[src/rtl/mem_pipe.sv]
// mem_pipe: single-port synchronous RAM with a valid/ready request port, per-lane write enables
// and a READ_LATENCY-deep read pipeline. Define MEMORY_CLEAR_EN to zero the array after every reset.
module mem_pipe #(
  parameter int ADDR_WIDTH   = 5,
  parameter int DATA_WIDTH   = 8,
  parameter int LANE_WIDTH   = 8,
  parameter int READ_LATENCY = 1
) (
  input  logic                               clk,
  input  logic                               rst_n,
  input  logic                               req_valid,
  output logic                               req_ready,
  input  logic                               req_wr,
  input  logic [ADDR_WIDTH-1:0]              req_addr,
  input  logic [DATA_WIDTH-1:0]              req_wdata,
  input  logic [DATA_WIDTH/LANE_WIDTH-1:0]   req_be,
  output logic                               rsp_valid,
  output logic [DATA_WIDTH-1:0]              rsp_rdata,
  output logic                               busy
);

  localparam int LANES = DATA_WIDTH / LANE_WIDTH;
  localparam int DEPTH = 1 << ADDR_WIDTH;

  logic [DATA_WIDTH-1:0] mem [DEPTH];

  logic                  armed_reg;
  logic                  clearing;
  logic                  accept;
  logic                  rd_accept;
  logic                  wr_en;
  logic [ADDR_WIDTH-1:0] wr_addr;
  logic [DATA_WIDTH-1:0] wr_data;
  logic [LANES-1:0]      wr_be;

  // Holds every handshake output low until one clean edge has passed after reset.
  always_ff @(posedge clk) begin
    if (!rst_n) begin
      armed_reg <= 1'b0;
    end else begin
      armed_reg <= 1'b1;
    end
  end

`ifdef MEMORY_CLEAR_EN
  typedef enum logic {S_CLEAR, S_RUN} state_t;

  state_t                state_reg, state_next;
  logic [ADDR_WIDTH-1:0] clr_cnt_reg, clr_cnt_next;

  always_ff @(posedge clk) begin
    if (!rst_n) begin
      state_reg   <= S_CLEAR;
      clr_cnt_reg <= '0;
    end else begin
      state_reg   <= state_next;
      clr_cnt_reg <= clr_cnt_next;
    end
  end

  always_comb begin
    state_next   = state_reg;
    clr_cnt_next = clr_cnt_reg;
    clearing     = 1'b0;
    case (state_reg)
      S_CLEAR: begin
        if (armed_reg) begin
          clearing     = 1'b1;
          clr_cnt_next = clr_cnt_reg + ADDR_WIDTH'(1);
          if (&clr_cnt_reg) begin
            state_next = S_RUN;
          end
        end
      end
      S_RUN: begin
        state_next = S_RUN;
      end
    endcase
  end

  assign req_ready = armed_reg && (state_reg == S_RUN);
  assign wr_addr   = clearing ? clr_cnt_reg : req_addr;
  assign wr_data   = clearing ? '0 : req_wdata;
  assign wr_be     = clearing ? '1 : req_be;
`else
  assign clearing  = 1'b0;
  assign req_ready = armed_reg;
  assign wr_addr   = req_addr;
  assign wr_data   = req_wdata;
  assign wr_be     = req_be;
`endif

  assign busy      = clearing;
  assign accept    = req_valid && req_ready;
  assign rd_accept = accept && !req_wr;
  assign wr_en     = clearing || (accept && req_wr);

  always_ff @(posedge clk) begin
    if (wr_en) begin
      for (int i = 0; i < LANES; i++) begin
        if (wr_be[i]) begin
          mem[wr_addr][i*LANE_WIDTH +: LANE_WIDTH] <= wr_data[i*LANE_WIDTH +: LANE_WIDTH];
        end
      end
    end
  end

  logic [READ_LATENCY-1:0] vld_reg;
  logic [DATA_WIDTH-1:0]   dat_reg [READ_LATENCY];

  // Stage 0 is the registered array read; data stages only move with a valid so the output holds.
  always_ff @(posedge clk) begin
    if (!rst_n) begin
      vld_reg[0] <= 1'b0;
      dat_reg[0] <= '0;
    end else begin
      vld_reg[0] <= rd_accept;
      if (rd_accept) begin
        dat_reg[0] <= mem[req_addr];
      end
    end
  end

  generate
    for (genvar gi = 1; gi < READ_LATENCY; gi++) begin : g_stage
      always_ff @(posedge clk) begin
        if (!rst_n) begin
          vld_reg[gi] <= 1'b0;
          dat_reg[gi] <= '0;
        end else begin
          vld_reg[gi] <= vld_reg[gi-1];
          if (vld_reg[gi-1]) begin
            dat_reg[gi] <= dat_reg[gi-1];
          end
        end
      end
    end
  endgenerate

  assign rsp_valid = vld_reg[READ_LATENCY-1];
  assign rsp_rdata = dat_reg[READ_LATENCY-1];

endmodule

[config.mk]
export PLATFORM = sky130hd
export DESIGN_NAME = mem_pipe
export DESIGN_NICKNAME = d
export VERILOG_FILES = /design/src/rtl/mem_pipe.sv
export SDC_FILE = /design/constraint.sdc
export NUM_CORES = 1
export LEC_CHECK = 0
export ABC_CLOCK_PERIOD_IN_PS = 2430
export BUFFER_PORTS_ARGS = -buffer_cell sky130_fd_sc_hd__clkbuf_2
export CAP_MARGIN = 40
export CELL_PAD_IN_SITES_DETAIL_PLACEMENT = 0
export CELL_PAD_IN_SITES_GLOBAL_PLACEMENT = 1
export CORE_ASPECT_RATIO = 1.4
export CORE_MARGIN = 3
export CORE_UTILIZATION = 40
export DETAILED_ROUTE_END_ITERATION = 12
export GPL_ROUTABILITY_DRIVEN = 1
export PLACE_DENSITY = 0.68
export SYNTH_ARGS = -nofsm -noshare
export SYNTH_HDL_FRONTEND = slang
export SYNTH_SLANG_ARGS = --single-unit
[constraint.sdc]
create_clock -name clk -period 2.43 [get_ports clk]
set_input_delay 0.243 -clock clk [delete_from_list [all_inputs] [get_ports clk]]
set_output_delay 0.243 -clock clk [all_outputs]
set_load 0.01 [all_outputs]
==> summary.md <==
| Metric | Value |
|---|---|
| Io pins | 29 |
| CP Capture Type | flop |
| RSZ-0062 raised after global routing | false |
| Hold depth | 4 |
| Pwr/cell area | between 700 and 800 mW/mm^2 |
| Worst Skew | 0.00941 ns |
| Clock slew at reported path FFs | roughly 0.07 ns |
| Dominant cell by count in the synthesized netlist | edfxtp_1 |
| Largest net degree at the start of global routing | 34 |
| WP data required | 2.64 ns |
| Final Util | between 40% and 50% |
| Cell area after synthesis | 0.0104 mm^2 |
| Yosys top cell area share | 76.2% |
| CP Class | flop to flop |
| CP max stage cell | or3_1 |
| Sequential share of the synthesized area | approximately three quarters |
| Post-synth top cells | edfxtp_1, mux2i_1, o22ai_1, nor2_1, buf_2 |
| Syn_nets | 607 |
| Yosys warns | 0 |
| Via count | ~5500 |
| Final TNS setup | 0 ns |
| Arrival time at the worst endpoint | ~2.2 ns |
| Setup-failing EPs final | 0 |
| Vias in the first global route | 5575 |
| Worst Hold Class | input port to flop |
| Drt total wl | 23.7 mm |
| Startpoint class of the critical path | flop |
| Worst vdd ir | 0.000359 V |
| Number of diodes | 0 |
| Die W | about 140 um |
| All-layer global routing usage | ~17% |
| Min-delay src | req_wr |
| Syn Area/Cell | 17.7 um^2 |
| Run status | finished, final reports clean |
| R2R cell count | 4 |
| Register bit count reported by yosys | ~270 |
| Yosys top cell by area | edfxtp_1 |
| Initial DRT Pass Iterations | 5 |
| Avg WL per Cell | 23.9 um |
| Global route overflow | 0 |
| Initial antenna violation count | 1 |
| Port buffer count | 27 |
| Worst r2r dst | mem[25][4] |
| Htree depth | 1 |
| Final slew viol count | 0 |
| Drt initial violations | around 470 |
| # rows | 69 |
| CTS tree | done |
| CTS Buffer Depth | 3 |
| Initial Utilization | about two fifths |
| Post_cts resized | 0 |
| Die area | 0.0280 mm^2 |
| CTS Root Cell | clkbuf_16 |
| CORE AREA | ~0.025 mm^2 |
| Most used DFF post-synth | edfxtp_1 |
| Hold EP | rsp_valid |
| TritonCTS Sinks | ~270 |
| Count of cell types in the netlist | 31 |
| Largest register FFs | 256 |
| Syn Inst Count | 589 |
| DR vias/cell | approximately 5.5 |
| Area delta synth->final | 13.9% |
| Worst-Skew Late Latency | around 0.51 ns |
| Gpl congestion | 0.832 |
| Worst-Margin Slew | 0.769 ns |
| Tcrit/Tclk final | 81.7% |
| DP HPWL | approximately 16 mm |
| Final ANT Viol Nets | 0 |
| Flop2flop setup slack | 0.44 ns |
| Worst path max stage delay | 0.58 ns |
| Rel. slew slack | between 40% and 50% |
| Fin. Hold Viols | 0 |
| Nets | a little under 700 |
| Leak | 4.12 nW |
| Area contributors post-synth | edfxtp_1, mux2i_1, o22ai_1 |
| Ys async rst share | 0% |
| Highest Clock Rate | 504 MHz |
| Crit-path max FO | 8 |
| Max-cap violations | 0 |
| Crit-path cells | nand4_1, or3_1, nor3_1, buf_4 |
| CTS Buf Count | 23 |
| Share of cells above drive strength 1 | between 10% and 20% |
| FILL cells | ~2100 |
| Die Y | 197 um |
| Reg-to-reg critical path startpoint | req_ready |
| DRC Markers | 0 |
| Number of flops mapped to enable cells by yosys | 264 |
| First-pass GRT wire length | approximately 36 mm |
| Min Tclk post-route | 1.99 ns |
==> worst max-delay path: cells and delay by family (launching register included) <==
kind                   cells  cell delay [ns]
buffers and inverters      1             0.23
flip-flops                 1             0.35
AND/OR/NAND/NOR            3             1.10
==> final cells by class <==
class,count,area [um^2],share of cell area [%]
inverters,2,7.51,0.0633
clock buffers,26,587,4.95
repair buffers,83,602,5.08
clock inverters,12,65.1,0.549
well taps,319,399,3.37
flip-flops and latches,266,7970,67.2
multi-input cells,285,2230,18.8
==> stage by stage <==
step | hold WS (ns) | setup slack, ns | instance area [um^2] | cells | total power, mW
finish | 0.271 | 0.445 | 11900 | 993 | 8.73
global route | 0.301 | 0.295 | 11900 | 993 | 9.00
CTS | 0.258 | 0.508 | 11900 | 993 | 8.80
detailed placement | 0.375 | 0.0198 | 11200 | 954 | 5.58
global placement | 0.376 | 0.0330 | 11200 | 954 | 5.57
floorplan | 0.271 | 0.393 | 10400 | 589 | 5.38
==> routing by layer <==
layer / up-vias / part of all wire, % / global-route usage [%]
li1: 2514 / - / -
met1: 2786 / 39 / 20.8
met2: 135 / 54 / 31.1
met3: 36 / 4.2 / 2.14
met4: 2 / 2.7 / 4.72
met5: - / 0.051 / 0
==> power by group <==
group	internal (mW)	switching (mW)	total, mW
logic	0.146	0.267	0.413
registers	5.05	0.00448	5.06
clock network	1.73	1.53	3.26
==> how the worst max path moves through the flow <==
stage	from	end	slack, ns	depth (start not counted)
after floorplan	req_ready	mem[24][0]	0.39	4
after global placement	req_addr[1]	dat_reg[0][5]	0.03	6
after detailed placement	req_addr[1]	dat_reg[0][6]	0.02	6
after CTS	req_ready	mem[25][4]	0.51	4
after global routing	req_addr[2]	dat_reg[0][6]	0.29	6
final	req_ready	mem[25][4]	0.44	4
==> cells in the final DEF, fill, tap and decap left out, types with 6 or more instances in the layout <==
cell type / count
edfxtp_1: 264
mux2i_1: 128
o22ai_1: 63
buf_4: 52
nor2_1: 32
clkbuf_2: 26
clkbuf_16: 23
nor4_1: 16
a21oi_1: 8
nand2_1: 6
==> logic make-up (layout without fill, tap and decap cells) <==
logic type	Yosys count	count (layout)	share of synthesized area, %
flops	266	266	76.6
buf+inv	38	123	2.03
simple gates	83	83	4.70
mux	128	128	12.3
other cells	1	1	0.0360
compound gates	73	73	4.34
==> repair_timing <==
item	CTS	global route
hold endpoints to repair	1	0
hold buffers	1	0
buffers inserted	0	0
No activity file was read; power rests on OpenSTA's default activity.
